===== config.mk =====
export PLATFORM = sky130hd
export DESIGN_NAME = gray_rom_arbiter
export DESIGN_NICKNAME = d
export VERILOG_FILES = /design/src/rtl/gray_rom_arbiter_pkg.sv /design/src/rtl/gray_rom_arbiter_rr_arbiter.sv /design/src/rtl/gray_rom_arbiter.sv
export SDC_FILE = /design/constraint.sdc
export NUM_CORES = 1
export LEC_CHECK = 0
export CAP_MARGIN = 20
export CORE_MARGIN = 2
export CORE_UTILIZATION = 44
export CTS_BUF_LIST = sky130_fd_sc_hd__clkbuf_8
export CTS_CLUSTER_SIZE = 14
export DETAILED_ROUTE_END_ITERATION = 10
export GPL_ROUTABILITY_DRIVEN = 0
export PLACE_DENSITY_LB_ADDON = 0.1
export SLEW_MARGIN = 20
export SYNTH_ARGS = -nofsm -noshare
export SYNTH_HDL_FRONTEND = slang
export SYNTH_SLANG_ARGS = --single-unit

===== constraint.sdc =====
create_clock -name i_clk -period 2.3 [get_ports i_clk]
set_clock_uncertainty 0.1 [all_clocks]
set_input_delay 0.46 -clock i_clk [delete_from_list [all_inputs] [get_ports i_clk]]
set_output_delay 0.46 -clock i_clk [all_outputs]
set_load 0.02 [all_outputs]

===== src/rtl/gray_rom_arbiter_pkg.sv =====
// rtl/gray_rom_arbiter_pkg.sv - shared widths and tag type for the gray ROM arbiter
//
// Purpose : common localparams and the in-flight tag record used by the
//           arbiter top and its round-robin grant logic.
// Contents: ADDR_W / DATA_W / CNT_W widths, TAG_ID_W storage width for the
//           requester id, tag_t {vld, id} and an idle tag constant.
package gray_rom_arbiter_pkg;

  localparam int ADDR_W   = 8;
  localparam int DATA_W   = 8;
  localparam int CNT_W    = 16;
  // Wide enough for any legal ID_W; the top truncates to ID_W on output.
  localparam int TAG_ID_W = 8;

  typedef struct packed {
    logic                vld;
    logic [TAG_ID_W-1:0] id;
  } tag_t;

  localparam tag_t TAG_IDLE = '{vld: 1'b0, id: '0};

endpackage


===== src/rtl/gray_rom_arbiter_rr_arbiter.sv =====
// rtl/gray_rom_arbiter_rr_arbiter.sv - combinational round-robin / fixed-priority grant
//
// Purpose : picks one requester per cycle.
//   Round-robin: first requesting index at or above i_ptr, wrapping upward.
//   Fixed      : lowest requesting index.
// Ports   :
//   i_req    [NUM_REQ]  request vector (already gated by enable)
//   i_ptr    [ID_W]     round-robin start index
//   i_fixed  [1]        1 = fixed priority, 0 = round-robin
//   o_grant  [NUM_REQ]  one-hot grant, zero when nothing requests
//   o_winner [ID_W]     encoded index of the granted requester (0 when none)
module rr_arbiter
  import gray_rom_arbiter_pkg::*;
#(
  parameter int NUM_REQ = 4,
  parameter int ID_W    = 2
) (
  input  logic [NUM_REQ-1:0] i_req,
  input  logic [ID_W-1:0]    i_ptr,
  input  logic               i_fixed,
  output logic [NUM_REQ-1:0] o_grant,
  output logic [ID_W-1:0]    o_winner
);

  logic [NUM_REQ-1:0] hi_mask;
  logic [NUM_REQ-1:0] hi_req;
  logic [NUM_REQ-1:0] pick_src;
  logic               found;

  // Indices at or above the pointer form the first search window; if none of
  // them request, the wrap-around is simply the lowest request overall.
  always_comb begin
    hi_mask = '0;
    for (int i = 0; i < NUM_REQ; i++) begin
      hi_mask[i] = (i >= int'(i_ptr));
    end
  end

  always_comb begin
    hi_req   = i_req & hi_mask;
    pick_src = (i_fixed || (hi_req == '0)) ? i_req : hi_req;
  end

  // Lowest set bit of pick_src.
  always_comb begin
    o_grant  = '0;
    o_winner = '0;
    found    = 1'b0;
    for (int i = 0; i < NUM_REQ; i++) begin
      if (pick_src[i] && !found) begin
        found      = 1'b1;
        o_grant[i] = 1'b1;
        o_winner   = ID_W'(i);
      end
    end
  end

endmodule


===== src/rtl/gray_rom_arbiter.sv =====
// rtl/gray_rom_arbiter.sv - shares one gray-code lookup ROM among NUM_REQ requesters
//
// Purpose : grants one lookup per clock, drives the ROM address, carries the
//           requester id alongside the fixed ROM read latency and returns each
//           result tagged with its owner.
// Ports   :
//   i_clk, i_rst_n          clock, asynchronous active-low reset
//   i_en                    0 blocks new grants; in-flight lookups still finish
//   i_cfg_fixed             1 = fixed priority (lowest index), 0 = round-robin
//   i_req_vld  [NUM_REQ]    per-requester request
//   i_req_addr [NUM_REQ*8]  requester n address in bits [n*8+7:n*8]
//   o_req_rdy  [NUM_REQ]    one-hot grant; accept = vld & rdy
//   o_rom_addr [8]          ROM address (holds last granted address when idle)
//   i_rom_data [8]          ROM data, valid RD_LAT clocks after the address
//   o_rsp_vld/id/data       registered response, one pulse per accept
//   o_busy                  any lookup in flight or response being presented
//   o_grant_cnt [16]        saturating count of accepted lookups
module gray_rom_arbiter
  import gray_rom_arbiter_pkg::*;
#(
  parameter int NUM_REQ = 4,
  parameter int ID_W    = 2,
  parameter int RD_LAT  = 2
) (
  input  logic                      i_clk,
  input  logic                      i_rst_n,
  input  logic                      i_en,
  input  logic                      i_cfg_fixed,
  input  logic [NUM_REQ-1:0]        i_req_vld,
  input  logic [NUM_REQ*ADDR_W-1:0] i_req_addr,
  output logic [NUM_REQ-1:0]        o_req_rdy,
  output logic [ADDR_W-1:0]         o_rom_addr,
  input  logic [DATA_W-1:0]         i_rom_data,
  output logic                      o_rsp_vld,
  output logic [ID_W-1:0]           o_rsp_id,
  output logic [DATA_W-1:0]         o_rsp_data,
  output logic                      o_busy,
  output logic [CNT_W-1:0]          o_grant_cnt
);

  logic [NUM_REQ-1:0] arb_req;
  logic [NUM_REQ-1:0] grant;
  logic [ID_W-1:0]    winner;
  logic               accept;
  logic [ADDR_W-1:0]  sel_addr;

  logic [ID_W-1:0]    ptr_q, ptr_d;
  logic [ADDR_W-1:0]  addr_q, addr_d;
  tag_t               tag_q [RD_LAT];
  tag_t               tag_d [RD_LAT];
  tag_t               tag_last;
  logic               rsp_vld_q, rsp_vld_d;
  logic [ID_W-1:0]    rsp_id_q, rsp_id_d;
  logic [DATA_W-1:0]  rsp_data_q, rsp_data_d;
  logic [CNT_W-1:0]   cnt_q, cnt_d;

  // Enable gates the requests before arbitration so a disabled arbiter
  // presents no grant at all.
  assign arb_req = i_en ? i_req_vld : '0;

  rr_arbiter #(
    .NUM_REQ (NUM_REQ),
    .ID_W    (ID_W)
  ) u_rr_arbiter (
    .i_req    (arb_req),
    .i_ptr    (ptr_q),
    .i_fixed  (i_cfg_fixed),
    .o_grant  (grant),
    .o_winner (winner)
  );

  always_comb begin
    accept   = |grant;
    sel_addr = '0;
    for (int i = 0; i < NUM_REQ; i++) begin
      if (grant[i]) begin
        sel_addr = i_req_addr[i*ADDR_W +: ADDR_W];
      end
    end
  end

  assign o_req_rdy  = grant;
  // Idle cycles keep the last granted address so the ROM address bus is quiet.
  assign o_rom_addr = accept ? sel_addr : addr_q;

  // Round-robin pointer moves past the winner; fixed mode leaves it alone so
  // switching back to round-robin resumes where it left off.
  always_comb begin
    ptr_d = ptr_q;
    if (accept && !i_cfg_fixed) begin
      ptr_d = (winner == ID_W'(NUM_REQ - 1)) ? '0 : winner + ID_W'(1);
    end
  end

  always_comb begin
    addr_d = addr_q;
    if (accept) begin
      addr_d = sel_addr;
    end
  end

  // Tag shift register: stage 0 mirrors the address cycle, the last stage
  // lines up with the ROM data for that address.
  always_comb begin
    tag_d[0] = '{vld: accept, id: TAG_ID_W'(winner)};
    for (int i = 1; i < RD_LAT; i++) begin
      tag_d[i] = tag_q[i-1];
    end
  end

  assign tag_last = tag_q[RD_LAT-1];

  always_comb begin
    rsp_vld_d  = 1'b0;
    rsp_id_d   = rsp_id_q;
    rsp_data_d = rsp_data_q;
    if (tag_last.vld) begin
      rsp_vld_d  = 1'b1;
      rsp_id_d   = tag_last.id[ID_W-1:0];
      rsp_data_d = i_rom_data;
    end
  end

  always_comb begin
    cnt_d = cnt_q;
    if (accept && (cnt_q != {CNT_W{1'b1}})) begin
      cnt_d = cnt_q + CNT_W'(1);
    end
  end

  always_ff @(posedge i_clk or negedge i_rst_n) begin
    if (!i_rst_n) begin
      ptr_q      <= '0;
      addr_q     <= '0;
      rsp_vld_q  <= 1'b0;
      rsp_id_q   <= '0;
      rsp_data_q <= '0;
      cnt_q      <= '0;
      for (int i = 0; i < RD_LAT; i++) begin
        tag_q[i] <= TAG_IDLE;
      end
    end else begin
      ptr_q      <= ptr_d;
      addr_q     <= addr_d;
      rsp_vld_q  <= rsp_vld_d;
      rsp_id_q   <= rsp_id_d;
      rsp_data_q <= rsp_data_d;
      cnt_q      <= cnt_d;
      for (int i = 0; i < RD_LAT; i++) begin
        tag_q[i] <= tag_d[i];
      end
    end
  end

  always_comb begin
    o_busy = rsp_vld_q;
    for (int i = 0; i < RD_LAT; i++) begin
      o_busy = o_busy | tag_q[i].vld;
    end
  end

  assign o_rsp_vld   = rsp_vld_q;
  assign o_rsp_id    = rsp_id_q;
  assign o_rsp_data  = rsp_data_q;
  assign o_grant_cnt = cnt_q;

endmodule


==> impl_metrics.toml <==
[worst_setup_path]
cp_slowest_cell = "o31ai_4"
endpoint_kind = "output port"
max_stage_delay_ns = 0.30
cp_cell_sequence = "dlygate4sd2_1, buf_6, o21ai_2, nand3_2, buf_6, and3_4, o31ai_4, buf_6"
arrival_ns = 2.03
crit_type = "input port to output port"
cp_top_family = "buffers and inverters"
startpoint_type = "input port"
worstPathRequired_ns = 1.74
cp_max_fo = 7
r2r_slack_ns = 0.09
crit_top_cell = "buf_6"
cp_num_buf_inv = 4

[timing]
relSlewSlack_pct = 68.3
fin_crit_ns = 2.59
grt_setup_unrepaired = "true"
setup_violations = 12
period_share_pct = 113
tightest_slew_ns = 0.474
clock.fmax_mhz = 386
final.setup.worst_slack_ns = -0.288
maxSlewViolCount = 0
whs_ns = 0.256
hold_violations = 0

[layout]
multiInputGateArea_um2 = 1280
drive_gt1_share_pct = 39.1
syn_to_final_growth_pct = 82.0
final_common_cell = "clkdlybuf4s50_1"
nets = 388
antenna_cells = 0
layout_common_cells = "clkdlybuf4s50_1 (68), dfrtp_1 (43), buf_4 (39)"
layout.area.seq_um2 = 1080
fill_cells = 271
instances_no_fill = 407
design_area_um2 = 3910

[drt]
wl_um = 7060
ant_nets = 0
drt_iter0_markers = 92
drtPass1Iterations = 4
wire_per_inst_um = 17.3
vias = 2191
avgViaCountPerCell = 5.38
drc = 0

[job]
cap_violations = 0

[cts]
cts_buffer_depth = 2
htreeDepth = 2
root_buffer = "clkbuf_8"
cts_tree = "yes"
cts_num_sinks = 43
clk_pin_slew_worst_paths_ns = 0.08
cts_made_buffers = 5
insertion_delay_ns = 0.30

[synth]
yosysUniqueCellTypes = 38
yosys_most_used_dff = "dfrtp_1"
synth-simple-area-share_pct = 21.6
ys_seq_area_share_pct = 50.0
muxShareOfSynthArea_pct = 5.76
ys_ff_latch = 43
synth_nets = 252
synthXorXnorAreaFrac_pct = 5.70
postSynthAreaPerCell_um2 = 10.6
mappedNetlistArea_um2 = 2150
ys.warnings.count = 0
synth_top_family_by_area = "simple AND/OR/NAND/NOR gates"
netlist_instances = 203
synthAdderAreaFrac_pct = 0.582
synth_edf_count = 0
synth_compound_area_share_pct = 12.3
synthArstFlopShare_pct = 100

[grt]
antenna_found_initial = 0
grt_start_max_net_pins = 24
overflow = 0
grt_use_total_pct = 26.1
grt_pass1_vias = 2267
grt_pass1_wl_um = 10600

[placement]
dpl_worst_slack_ns = -1.09
numPortBuffers = 87
dp_hpwl_um = 4190
dp_cells = 376
dpl-instance-area_um2 = 3400

[floorplan]
start_util_pct = 45.5
ios = 88
dieHeight_um = 73.9
die_w_um = 73.9
rows = 25
core_region_area_um2 = 4720
dieArea_um2 = 5460

[power_and_ir_drop]
leakage_nw = 1.71
ir_drop_uv = 552
power.density_nw_per_um2 = 730

[outcome]
violations = "negative setup slack"
status = "complete, but fails checks"

[min_path]
min_path_type = "flip-flop to flip-flop"
==> cell usage after synthesis, types with 4 or more instances <==
master | number | area [µm²]
dfrtp_1 | 43 | 1080
nand2_1 | 20 | 75.1
nor2_1 | 14 | 52.6
and3_1 | 13 | 81.3
xor2_1 | 12 | 105
mux2_2 | 11 | 124
nand3_1 | 9 | 45.0
nor3_2 | 9 | 90.1
o31ai_1 | 9 | 67.6
o221ai_1 | 8 | 70.1
inv_1 | 7 | 26.3
clkbuf_1 | 6 | 22.5
a21oi_1 | 4 | 20.0
nor3_1 | 4 | 20.0
o21ai_0 | 4 | 20.0
==> per-stage QoR <==
| step | util (%) | power, W | setup TNS [ns] |
|---|---|---|---|
| 2_1_floorplan | - | 0.00164 | 0 |
| 3_3_place_gp | 72.1 | 0.00218 | -15.36 |
| 3_5_place_dp | 72.1 | 0.00221 | -16.36 |
| 4_1_cts | 81.5 | 0.00283 | -2.09 |
| 5_1_grt | 82.9 | 0.00299 | -3.06 |
| 6_report | 82.9 | 0.00286 | -2.54 |
==> what timing repair did <==
item / 4_1_cts / 5_1_grt
hold endpoints to repair: 10 / 0
gates cloned: 3 / 1
pin swaps: 23 / 18
setup endpoints to repair: 16 / 12
buffers inserted: 13 / 6
hold buffers: 1 / 0
gates resized for setup: 117 / 11
==> cell type report <==
class,count,area share (%)
clock buffer,5,1.76
clock inverter,3,0.384
inverter,7,0.671
multi-input combinational,143,32.7
sequential,43,27.5
tap,67,2.14
timing repair buffer,139,34.8
==> worst register-to-register path, stage by stage (launching register included) <==
cell	delay, ns
dfrtp_1	0.38
buf_6	0.11
nand2_1	0.05
a211o_1	0.30
buf_4	0.15
buf_4	0.12
o221a_4	0.33
buf_4	0.16
nor3_2	0.21
xor2_1	0.21
==> worst paths after layout <==
check,start,depth (start not counted),to
worst max-delay path,i_req_vld[3],8,o_rom_addr[5]
worst min-delay path,tag_d[1],0,tag_last[1]
worst max register to register,ptr_q[1],9,o_grant_cnt[15]
worst min register to register,tag_d[1],0,tag_last[1]
max in group asynchronous,i_rst_n,3,o_grant_cnt[9]
min in group asynchronous,i_rst_n,2,tag_last[0]
==> state kept, by name, summed over array words and instances (netlist names) <==
register	cells
tag_last	3
tag_d	3
o_grant_cnt	16
ptr_q	2
o_rsp_data	8
o_rsp_id	2
o_rsp_vld	1
addr_q	8
==> power breakdown <==
part | total, W | internal (W) | switching [W]
Clock | 0.000476 | 0.000208 | 0.000268
Sequential | 0.00107 | 0.000925 | 0.000145
Combinational | 0.00131 | 0.000701 | 0.000612
Total | 0.00286 | 0.00183 | 0.00102
==> cell families (layout without fill, tap and decap cells) <==
group                    Yosys count  in the layout
multiplexers                      11             11
buffers and inverters             18            154
AO/OA/AOI/OAI                     34             35
adder cells (fa/ha/maj)            1              1
XOR/XNOR                          14             14
flip-flops                        43             43
AND/OR/NAND/NOR                   82             82
==> per-layer routing <==
metal / track usage, % / vias up / wire, µm
met5: 0 / - / 0
met4: 15.8 / 0 / 335
met3: 6.45 / 27 / 298
met2: 44.9 / 87 / 3700
met1: 28.8 / 1071 / 2730
li1: - / 1006 / -
Note: power is estimated with default switching activity, not from simulation.
